[config.mk]
export PLATFORM = sky130hd
export DESIGN_NAME = minterm_sweep_top_flat
export DESIGN_NICKNAME = d
export VERILOG_FILES = /design/src/rtl/minterm_sweep_ctrl_pkg.sv /design/src/rtl/minterm_sweep_ctrl_if.sv /design/src/rtl/function4x1.sv /design/src/rtl/minterm_sweep_top.sv /design/src/rtl/minterm_sweep_ctrl.sv /design/src/flat_wrapper.sv
export SDC_FILE = /design/constraint.sdc
export NUM_CORES = 1
export LEC_CHECK = 0
export ABC_AREA = 1
export CORE_AREA = 2 2 73 75
export DETAILED_ROUTE_END_ITERATION = 6
export DIE_AREA = 0 0 75 77
export GPL_TIMING_DRIVEN = 0
export SLEW_MARGIN = 25
export SYNTH_ARGS = -nofsm -noshare
export SYNTH_HDL_FRONTEND = slang
export SYNTH_SLANG_ARGS = --single-unit
export TNS_END_PERCENT = 50
[constraint.sdc]
create_clock -name clk -period 3.8 [get_ports clk]
set_input_delay 1.14 -clock clk [delete_from_list [all_inputs] [get_ports clk]]
set_output_delay 1.14 -clock clk [all_outputs]
set_load 0.01 [all_outputs]
[src/rtl/minterm_sweep_ctrl_pkg.sv]
// Shared definitions for the minterm sweep controller: FSM encoding, value
// widths and a small one-hot helper.
package minterm_sweep_ctrl_pkg;

  localparam int VAL_W    = 4;
  localparam int NUM_VALS = 16;
  localparam int CNT_W    = 5;

  localparam logic [VAL_W-1:0] VAL_ONE = {{(VAL_W-1){1'b0}}, 1'b1};
  localparam logic [CNT_W-1:0] CNT_ONE = {{(CNT_W-1){1'b0}}, 1'b1};

  typedef enum logic [1:0] {
    IDLE = 2'd0,
    SCAN = 2'd1,
    EMIT = 2'd2,
    DONE = 2'd3
  } state_t;

  // One-hot mask bit for a scanned value.
  function automatic logic [NUM_VALS-1:0] valToBit(input logic [VAL_W-1:0] v);
    return {{(NUM_VALS-1){1'b0}}, 1'b1} << v;
  endfunction

endpackage

[src/rtl/minterm_sweep_ctrl_if.sv]
// Control, hit-stream and result signals of the sweep controller, with
// modports for the controller (slave) and the system driving it (master).
interface minterm_sweep_ctrl_if;
  import minterm_sweep_ctrl_pkg::*;

  logic                start;
  logic [VAL_W-1:0]    lo;
  logic [VAL_W-1:0]    hi;
  logic                busy;
  logic                hit_valid;
  logic [VAL_W-1:0]    hit_data;
  logic                hit_ready;
  logic [NUM_VALS-1:0] hit_mask;
  logic [CNT_W-1:0]    hit_count;
  logic                done;

  modport master (
    output start, lo, hi, hit_ready,
    input  busy, hit_valid, hit_data, hit_mask, hit_count, done
  );

  modport slave (
    input  start, lo, hi, hit_ready,
    output busy, hit_valid, hit_data, hit_mask, hit_count, done
  );

endinterface

[src/rtl/function4x1.sv]
// Combinational 4-input function under test; true for minterms
// {2, 3, 5, 7, 11, 13} of {a,b,c,d} with a as MSB.
module function4x1 (
  input  logic a,
  input  logic b,
  input  logic c,
  input  logic d,
  output logic f
);

  assign f = (~a & ~b &  c)
           | (~a &  b &  d)
           | ( a & ~b &  c & d)
           | ( a &  b & ~c & d);

endmodule

[src/rtl/minterm_sweep_top.sv]
// Integration wrapper: sweep controller wired straight into function4x1.
module minterm_sweep_top (
  input  logic                clk,
  input  logic                rst,
  minterm_sweep_ctrl_if.slave bus
);

  logic w_a;
  logic w_b;
  logic w_c;
  logic w_d;
  logic w_f;

  minterm_sweep_ctrl u_ctrl (
    .clk (clk),
    .rst (rst),
    .bus (bus),
    .a   (w_a),
    .b   (w_b),
    .c   (w_c),
    .d   (w_d),
    .f   (w_f)
  );

  function4x1 u_fn (
    .a (w_a),
    .b (w_b),
    .c (w_c),
    .d (w_d),
    .f (w_f)
  );

endmodule

[src/rtl/minterm_sweep_ctrl.sv]
// Walks a 4-bit value over [lo..hi] (wrapping), drives it into the function
// block, and records/streams every value for which f is true.
module minterm_sweep_ctrl
  import minterm_sweep_ctrl_pkg::*;
(
  input  logic                 clk,
  input  logic                 rst,
  minterm_sweep_ctrl_if.slave  bus,
  output logic                 a,
  output logic                 b,
  output logic                 c,
  output logic                 d,
  input  logic                 f
);

  state_t              r_state;
  state_t              w_stateNext;
  logic [VAL_W-1:0]    r_cur;
  logic [VAL_W-1:0]    w_curNext;
  logic [VAL_W-1:0]    r_hi;
  logic [VAL_W-1:0]    w_hiNext;
  logic [VAL_W-1:0]    r_hitData;
  logic [VAL_W-1:0]    w_hitDataNext;
  logic                r_hitValid;
  logic                w_hitValidNext;
  logic [NUM_VALS-1:0] r_mask;
  logic [NUM_VALS-1:0] w_maskNext;
  logic [CNT_W-1:0]    r_count;
  logic [CNT_W-1:0]    w_countNext;
  logic                w_atEnd;

  assign w_atEnd = (r_cur == r_hi);

  always_ff @(posedge clk or posedge rst) begin
    if (rst) begin
      r_state    <= IDLE;
      r_cur      <= '0;
      r_hi       <= '0;
      r_hitData  <= '0;
      r_hitValid <= 1'b0;
      r_mask     <= '0;
      r_count    <= '0;
    end else begin
      r_state    <= w_stateNext;
      r_cur      <= w_curNext;
      r_hi       <= w_hiNext;
      r_hitData  <= w_hitDataNext;
      r_hitValid <= w_hitValidNext;
      r_mask     <= w_maskNext;
      r_count    <= w_countNext;
    end
  end

  // Everything holds by default, so an EMIT stall freezes cur, mask and count.
  always_comb begin
    w_stateNext    = r_state;
    w_curNext      = r_cur;
    w_hiNext       = r_hi;
    w_hitDataNext  = r_hitData;
    w_hitValidNext = r_hitValid;
    w_maskNext     = r_mask;
    w_countNext    = r_count;

    case (r_state)
      IDLE: begin
        if (bus.start) begin
          w_curNext   = bus.lo;
          w_hiNext    = bus.hi;
          w_maskNext  = '0;
          w_countNext = '0;
          w_stateNext = SCAN;
        end
      end

      SCAN: begin
        if (f) begin
          w_maskNext     = r_mask | valToBit(r_cur);
          w_countNext    = r_count + CNT_ONE;
          w_hitDataNext  = r_cur;
          w_hitValidNext = 1'b1;
          w_stateNext    = EMIT;
        end else if (w_atEnd) begin
          w_stateNext = DONE;
        end else begin
          w_curNext = r_cur + VAL_ONE;
        end
      end

      EMIT: begin
        if (bus.hit_ready) begin
          w_hitValidNext = 1'b0;
          if (w_atEnd) begin
            w_stateNext = DONE;
          end else begin
            w_curNext   = r_cur + VAL_ONE;
            w_stateNext = SCAN;
          end
        end
      end

      DONE: begin
        w_stateNext = IDLE;
      end

      default: begin
        w_stateNext = IDLE;
      end
    endcase
  end

  assign {a, b, c, d}  = r_cur;
  assign bus.busy      = (r_state != IDLE);
  assign bus.done      = (r_state == DONE);
  assign bus.hit_valid = r_hitValid;
  assign bus.hit_data  = r_hitData;
  assign bus.hit_mask  = r_mask;
  assign bus.hit_count = r_count;

endmodule

[src/flat_wrapper.sv]
// flat-port wrapper written by rule: the top's interface ports become plain ports
module minterm_sweep_top_flat 
  (clk, rst, bus_start, bus_lo, bus_hi, bus_hit_ready, bus_busy, bus_hit_valid, bus_hit_data, bus_hit_mask, bus_hit_count, bus_done);
  minterm_sweep_ctrl_if bus_i ();
  input  logic clk;
  input  logic rst;
  input wire logic [$bits(bus_i.start)-1:0] bus_start;
  input wire logic [$bits(bus_i.lo)-1:0] bus_lo;
  input wire logic [$bits(bus_i.hi)-1:0] bus_hi;
  input wire logic [$bits(bus_i.hit_ready)-1:0] bus_hit_ready;
  output wire logic [$bits(bus_i.busy)-1:0] bus_busy;
  output wire logic [$bits(bus_i.hit_valid)-1:0] bus_hit_valid;
  output wire logic [$bits(bus_i.hit_data)-1:0] bus_hit_data;
  output wire logic [$bits(bus_i.hit_mask)-1:0] bus_hit_mask;
  output wire logic [$bits(bus_i.hit_count)-1:0] bus_hit_count;
  output wire logic [$bits(bus_i.done)-1:0] bus_done;
  assign bus_i.start = bus_start;
  assign bus_i.lo = bus_lo;
  assign bus_i.hi = bus_hi;
  assign bus_i.hit_ready = bus_hit_ready;
  assign bus_busy = bus_i.busy;
  assign bus_hit_valid = bus_i.hit_valid;
  assign bus_hit_data = bus_i.hit_data;
  assign bus_hit_mask = bus_i.hit_mask;
  assign bus_hit_count = bus_i.hit_count;
  assign bus_done = bus_i.done;
  minterm_sweep_top u_core (.clk(clk), .rst(rst), .bus(bus_i));
endmodule
==> flow_summary.html <==
<table>
<tr><th>Metric</th><th>Value</th></tr>
<tr><th colspan="2">Status</th></tr>
<tr><td>Run status</td><td>finished, final reports clean</td></tr>
<tr><th colspan="2">CTS</th></tr>
<tr><td>Post-CTS setup buffer count</td><td>0</td></tr>
<tr><td>CTS sink count</td><td>36</td></tr>
<tr><td>Clock-pin slew reported for the worst setup and hold paths after clock tree synthesis</td><td>0.07 ns</td></tr>
<tr><td>TritonCTS clock tree</td><td>built</td></tr>
<tr><td>Resized cells post-CTS</td><td>0</td></tr>
<tr><td>Clock buffers created by TritonCTS</td><td>5</td></tr>
<tr><td>H-Tree Level Count</td><td>2</td></tr>
<tr><td>Maximum clock insertion buffer count</td><td>2</td></tr>
<tr><td>Latest clock arrival within the worst-skew pair</td><td>0.28 ns</td></tr>
<tr><td>Quantity of hold-fixing buffers added after cts</td><td>0</td></tr>
<tr><td>Root cell of the clock tree</td><td>sky130_fd_sc_hd__clkbuf_8</td></tr>
<tr><th colspan="2">Critical path</th></tr>
<tr><td>CP bufs+invs</td><td>3</td></tr>
<tr><td>Most frequent cell on the critical path</td><td>sky130_fd_sc_hd__inv_1</td></tr>
<tr><td>Dominant delay contributor by cell family on the critical path</td><td>buffers and inverters</td></tr>
<tr><td>Kind of capture point of the worst setup path</td><td>output pin</td></tr>
<tr><td>Reg-to-reg critical path endpoint</td><td>u_core.u_ctrl.r_cur[1]</td></tr>
<tr><td>Worst setup path start</td><td>u_core.u_ctrl.r_state[0]</td></tr>
<tr><td>Data required time at the worst endpoint</td><td>2.66 ns</td></tr>
<tr><td>Worst EP arrival</td><td>1.74 ns</td></tr>
<tr><td>Top fanout value on the critical path</td><td>5</td></tr>
<tr><td>Cell count of the worst reg-to-reg path</td><td>12</td></tr>
<tr><td>Setup slack of the most critical reg-to-reg path</td><td>1.96 ns</td></tr>
<tr><td>Critical R2R Launch</td><td>u_core.u_ctrl.r_state[0]</td></tr>
<tr><td>Critical-path cell list</td><td>inv_1 -&gt; ha_1 -&gt; inv_1 -&gt; clkdlybuf4s50_1</td></tr>
<tr><td>Startpoint class of the critical path</td><td>register</td></tr>
<tr><td>Last element of the critical path</td><td>bus_busy</td></tr>
<tr><td>Slowest cell delay on critical path</td><td>0.55 ns</td></tr>
<tr><td>Logic depth of the worst setup path including buffers</td><td>4</td></tr>
<tr><td>Slowest library cell on the worst path</td><td>sky130_fd_sc_hd__clkdlybuf4s50_1</td></tr>
<tr><td>Type of the worst setup path</td><td>reg2out</td></tr>
<tr><th colspan="2">Placed design</th></tr>
<tr><td>GP Congestion</td><td>0.785</td></tr>
<tr><td>Worst slack at placement</td><td>1.22 ns</td></tr>
<tr><td>HPWL after DPL</td><td>3020 um</td></tr>
<tr><td>Number of placed instances, taps included</td><td>344</td></tr>
<tr><td>Buffers added on ports</td><td>39</td></tr>
<tr><th colspan="2">Route</th></tr>
<tr><td>Vias per cell</td><td>4.52</td></tr>
<tr><td>Routed length on met1</td><td>2060 um</td></tr>
<tr><td>Final WL</td><td>4120 um</td></tr>
<tr><td>Drt first pass iters</td><td>5</td></tr>
<tr><td>Vias after detailed routing</td><td>1,586</td></tr>
<tr><td>DRC viols</td><td>0</td></tr>
<tr><td>Per-cell routed wire length</td><td>11.7 um</td></tr>
<tr><td>Top routing layer in use</td><td>met4</td></tr>
<tr><td>Met3 WL</td><td>152 um</td></tr>
<tr><td>Iter 0 DRT Violations</td><td>92</td></tr>
<tr><td>Antenna viol nets, final</td><td>0</td></tr>
<tr><td>Routed met2 length</td><td>1830 um</td></tr>
<tr><th colspan="2">Cells and area</th></tr>
<tr><td>Fillers</td><td>507</td></tr>
<tr><td>Number of nets in the finished design</td><td>305</td></tr>
<tr><td>Count of non-filler cells in the finished layout</td><td>351</td></tr>
<tr><td>Number of diodes added for antenna fixing</td><td>0</td></tr>
<tr><td>Ratio of cells with drive above 1 in the final layout</td><td>7.47%</td></tr>
<tr><td>Layout overhead on the synthesized area</td><td>31.1%</td></tr>
<tr><th colspan="2">Synthesis</th></tr>
<tr><td>#FFs+latches synth</td><td>36</td></tr>
<tr><td>YS warnings</td><td>0</td></tr>
<tr><td>Average instance area after synthesis</td><td>8.28 um^2</td></tr>
<tr><td>Netlist Area Pre-Place</td><td>0.00194 mm^2</td></tr>
<tr><td>Syn_nets</td><td>258</td></tr>
<tr><td>Synthesized instance count</td><td>234</td></tr>
<tr><td>Share of synthesized area occupied by flip-flops and latches</td><td>46.5%</td></tr>
<tr><td>Number of unique standard cell types used by synthesis</td><td>22</td></tr>
<tr><th colspan="2">Min path</th></tr>
<tr><td>Worst hold path depth</td><td>2</td></tr>
<tr><td>Kind of path behind the tightest hold check</td><td>reg2reg</td></tr>
<tr><th colspan="2">Timing</th></tr>
<tr><td>Tightest slew margin relative to the limit</td><td>69.0%</td></tr>
<tr><td>Final Hold Vio Count</td><td>0</td></tr>
<tr><td>Clock Skews</td><td>0.00451 ns</td></tr>
<tr><td>Unrepaired setup endpoints after global routing</td><td>false</td></tr>
<tr><td>WHS</td><td>0.487 ns</td></tr>
<tr><td>Period utilisation layout</td><td>75.7%</td></tr>
<tr><td>Transition time at the pin with the least slew margin</td><td>0.464 ns</td></tr>
<tr><td>Pins Over Slew Limit</td><td>0</td></tr>
<tr><td>Sum Neg Setup Slack</td><td>0 ns</td></tr>
<tr><td>Final-report setup violation count</td><td>0</td></tr>
<tr><td>Maximum frequency from static timing analysis</td><td>0.347 GHz</td></tr>
<tr><td>Minimum setup slack in the final design</td><td>0.922 ns</td></tr>
<tr><td>Final critical-path required period</td><td>2.88 ns</td></tr>
<tr><th colspan="2">Die</th></tr>
<tr><td>Row Count</td><td>26</td></tr>
<tr><td>Total core area</td><td>0.00498 mm^2</td></tr>
<tr><td>Initial Util</td><td>38.9%</td></tr>
<tr><td>Die Span Y</td><td>77 um</td></tr>
<tr><td>Number of primary I/O pins</td><td>40</td></tr>
<tr><td>Die W</td><td>75 um</td></tr>
<tr><td>Overall die area</td><td>0.00578 mm^2</td></tr>
<tr><th colspan="2">Global routing</th></tr>
<tr><td>Aggregate global routing overflow</td><td>0</td></tr>
<tr><td>Antenna violations before repair</td><td>0</td></tr>
<tr><td>Number of global-route vias before repair</td><td>1,482</td></tr>
<tr><td>Largest net degree at the start of global routing</td><td>20</td></tr>
<tr><td>GR Util All Layers</td><td>15.6%</td></tr>
<tr><td>First-pass GRT wire length</td><td>6960 um</td></tr>
<tr><th colspan="2">Power</th></tr>
<tr><td>Leakage power</td><td>1.22 nW</td></tr>
<tr><td>Peak VDD IR</td><td>0.000354 V</td></tr>
<tr><td>Total power per unit cell area</td><td>827 mW/mm^2</td></tr>
<tr><td>Tot Pwr</td><td>2.10 mW</td></tr>
<tr><th colspan="2">Flow run</th></tr>
<tr><td>Maximum Capacitance Violations</td><td>0</td></tr>
</table>
[placed cells by master, fill, tap and decap left out, types with 7 or more instances in the layout]
| cell type | Yosys | layout |
|---|---|---|
| sky130_fd_sc_hd__inv_1 | 21 | 20 |
| sky130_fd_sc_hd__nor2_1 | 26 | 26 |
| sky130_fd_sc_hd__o21ai_0 | 12 | 12 |
| sky130_fd_sc_hd__nand2_1 | 63 | 63 |
| sky130_fd_sc_hd__nand3_1 | 24 | 24 |
| sky130_fd_sc_hd__dfrtp_1 | 36 | 36 |
| sky130_fd_sc_hd__clkdlybuf4s50_1 | 0 | 39 |
| sky130_fd_sc_hd__o21a_1 | 16 | 16 |
| sky130_fd_sc_hd__ha_1 | 12 | 12 |
| sky130_fd_sc_hd__clkbuf_8 | 0 | 7 |
[power breakdown]
group,switching (mW),internal [mW],leakage (nW)
Clock,0.133,0.162,0.0503
Combinational,0.635,0.519,0.706
Sequential,0.114,0.538,0.465
Total,0.882,1.22,1.22
[Yosys cell counts]
| master | count | area (um^2) |
|---|---|---|
| sky130_fd_sc_hd__a21oi_2 | 1 | 8.76 |
| sky130_fd_sc_hd__buf_2 | 2 | 10.0 |
| sky130_fd_sc_hd__nand2_2 | 1 | 6.26 |
| sky130_fd_sc_hd__inv_1 | 21 | 78.8 |
| sky130_fd_sc_hd__o21a_1 | 16 | 120 |
| sky130_fd_sc_hd__nand3_2 | 1 | 10.0 |
| sky130_fd_sc_hd__nor2_1 | 26 | 97.6 |
| sky130_fd_sc_hd__nand2_4 | 1 | 11.3 |
| sky130_fd_sc_hd__o31ai_1 | 1 | 7.51 |
| sky130_fd_sc_hd__nand3_1 | 24 | 120 |
| sky130_fd_sc_hd__ha_1 | 12 | 150 |
| sky130_fd_sc_hd__buf_4 | 1 | 7.51 |
| sky130_fd_sc_hd__buf_6 | 3 | 33.8 |
| sky130_fd_sc_hd__o21ai_0 | 12 | 60.1 |
| sky130_fd_sc_hd__nand4_1 | 2 | 12.5 |
| sky130_fd_sc_hd__clkbuf_1 | 1 | 3.75 |
| sky130_fd_sc_hd__o211ai_1 | 1 | 7.51 |
| sky130_fd_sc_hd__dfrtp_1 | 36 | 901 |
| sky130_fd_sc_hd__a21oi_1 | 5 | 25.0 |
| sky130_fd_sc_hd__xor2_1 | 2 | 17.5 |
| sky130_fd_sc_hd__or2_2 | 2 | 12.5 |
| sky130_fd_sc_hd__nand2_1 | 63 | 236 |
[kinds of logic after synthesis]
kind of cell / synth area share (%)
simple gates: 26.1
compound gates: 11.8
flops: 46.5
buf+inv: 6.91
fa+ha+maj: 7.75
xor+xnor: 0.904
[routing by layer]
layer	GRT usage, %	up-vias
met2	22.3	31
met3	4.07	8
met4	5.89	0
met1	22.3	705
li1	-	842
met5	0	-
[tightest hold or removal path: stages, from the launching register on]
cell,delay [ns]
sky130_fd_sc_hd__dfrtp_1,0.35
sky130_fd_sc_hd__nand2_1,0.05
sky130_fd_sc_hd__o21ai_0,0.06
[stage by stage]
stage | utilization, % | instance area [um^2]
final | 51.0 | 2540
after global routing | 51.0 | 2540
after CTS | 51.0 | 2540
after detailed placement | 49.1 | 2440
after global placement | 48.5 | 2420
after floorplan | - | 1940
[area by class of cell]
class                   count  area [um^2]  area share, %
well taps                  70         87.6           3.45
flip-flops and latches     36          901           35.5
clock buffers               7         96.3           3.79
repair buffers             40          418           16.5
multi-input cells         170          903           35.6
inverters                  21         78.8           3.10
plain buffers               7         55.1           2.17
[flip-flops by register name (all words and copies together), names as in the netlist]
name / flops
u_core.u_ctrl.bus.hit_data: 4
u_core.u_ctrl.r_hi: 4
u_core.u_ctrl.r_state: 2
u_core.u_ctrl.bus.hit_count: 5
u_core.u_ctrl.bus.hit_valid: 1
u_core.u_ctrl.r_cur: 4
u_core.u_ctrl.bus.hit_mask: 16
[how the worst min path moves through the flow]
| stage | startpoint | end |
|---|---|---|
| final | u_core.u_ctrl.bus.hit_valid | u_core.u_ctrl.bus.hit_valid |
| after global placement | u_core.u_ctrl.bus.hit_mask[11] | u_core.u_ctrl.bus.hit_mask[11] |
| after global routing | u_core.u_ctrl.bus.hit_mask[11] | u_core.u_ctrl.bus.hit_mask[11] |
| after detailed placement | u_core.u_ctrl.bus.hit_valid | u_core.u_ctrl.bus.hit_valid |
| after floorplan | u_core.u_ctrl.r_hi[0] | u_core.u_ctrl.r_hi[0] |
| after CTS | u_core.u_ctrl.bus.hit_mask[11] | u_core.u_ctrl.bus.hit_mask[11] |
No activity file was read; power rests on OpenSTA's default activity.
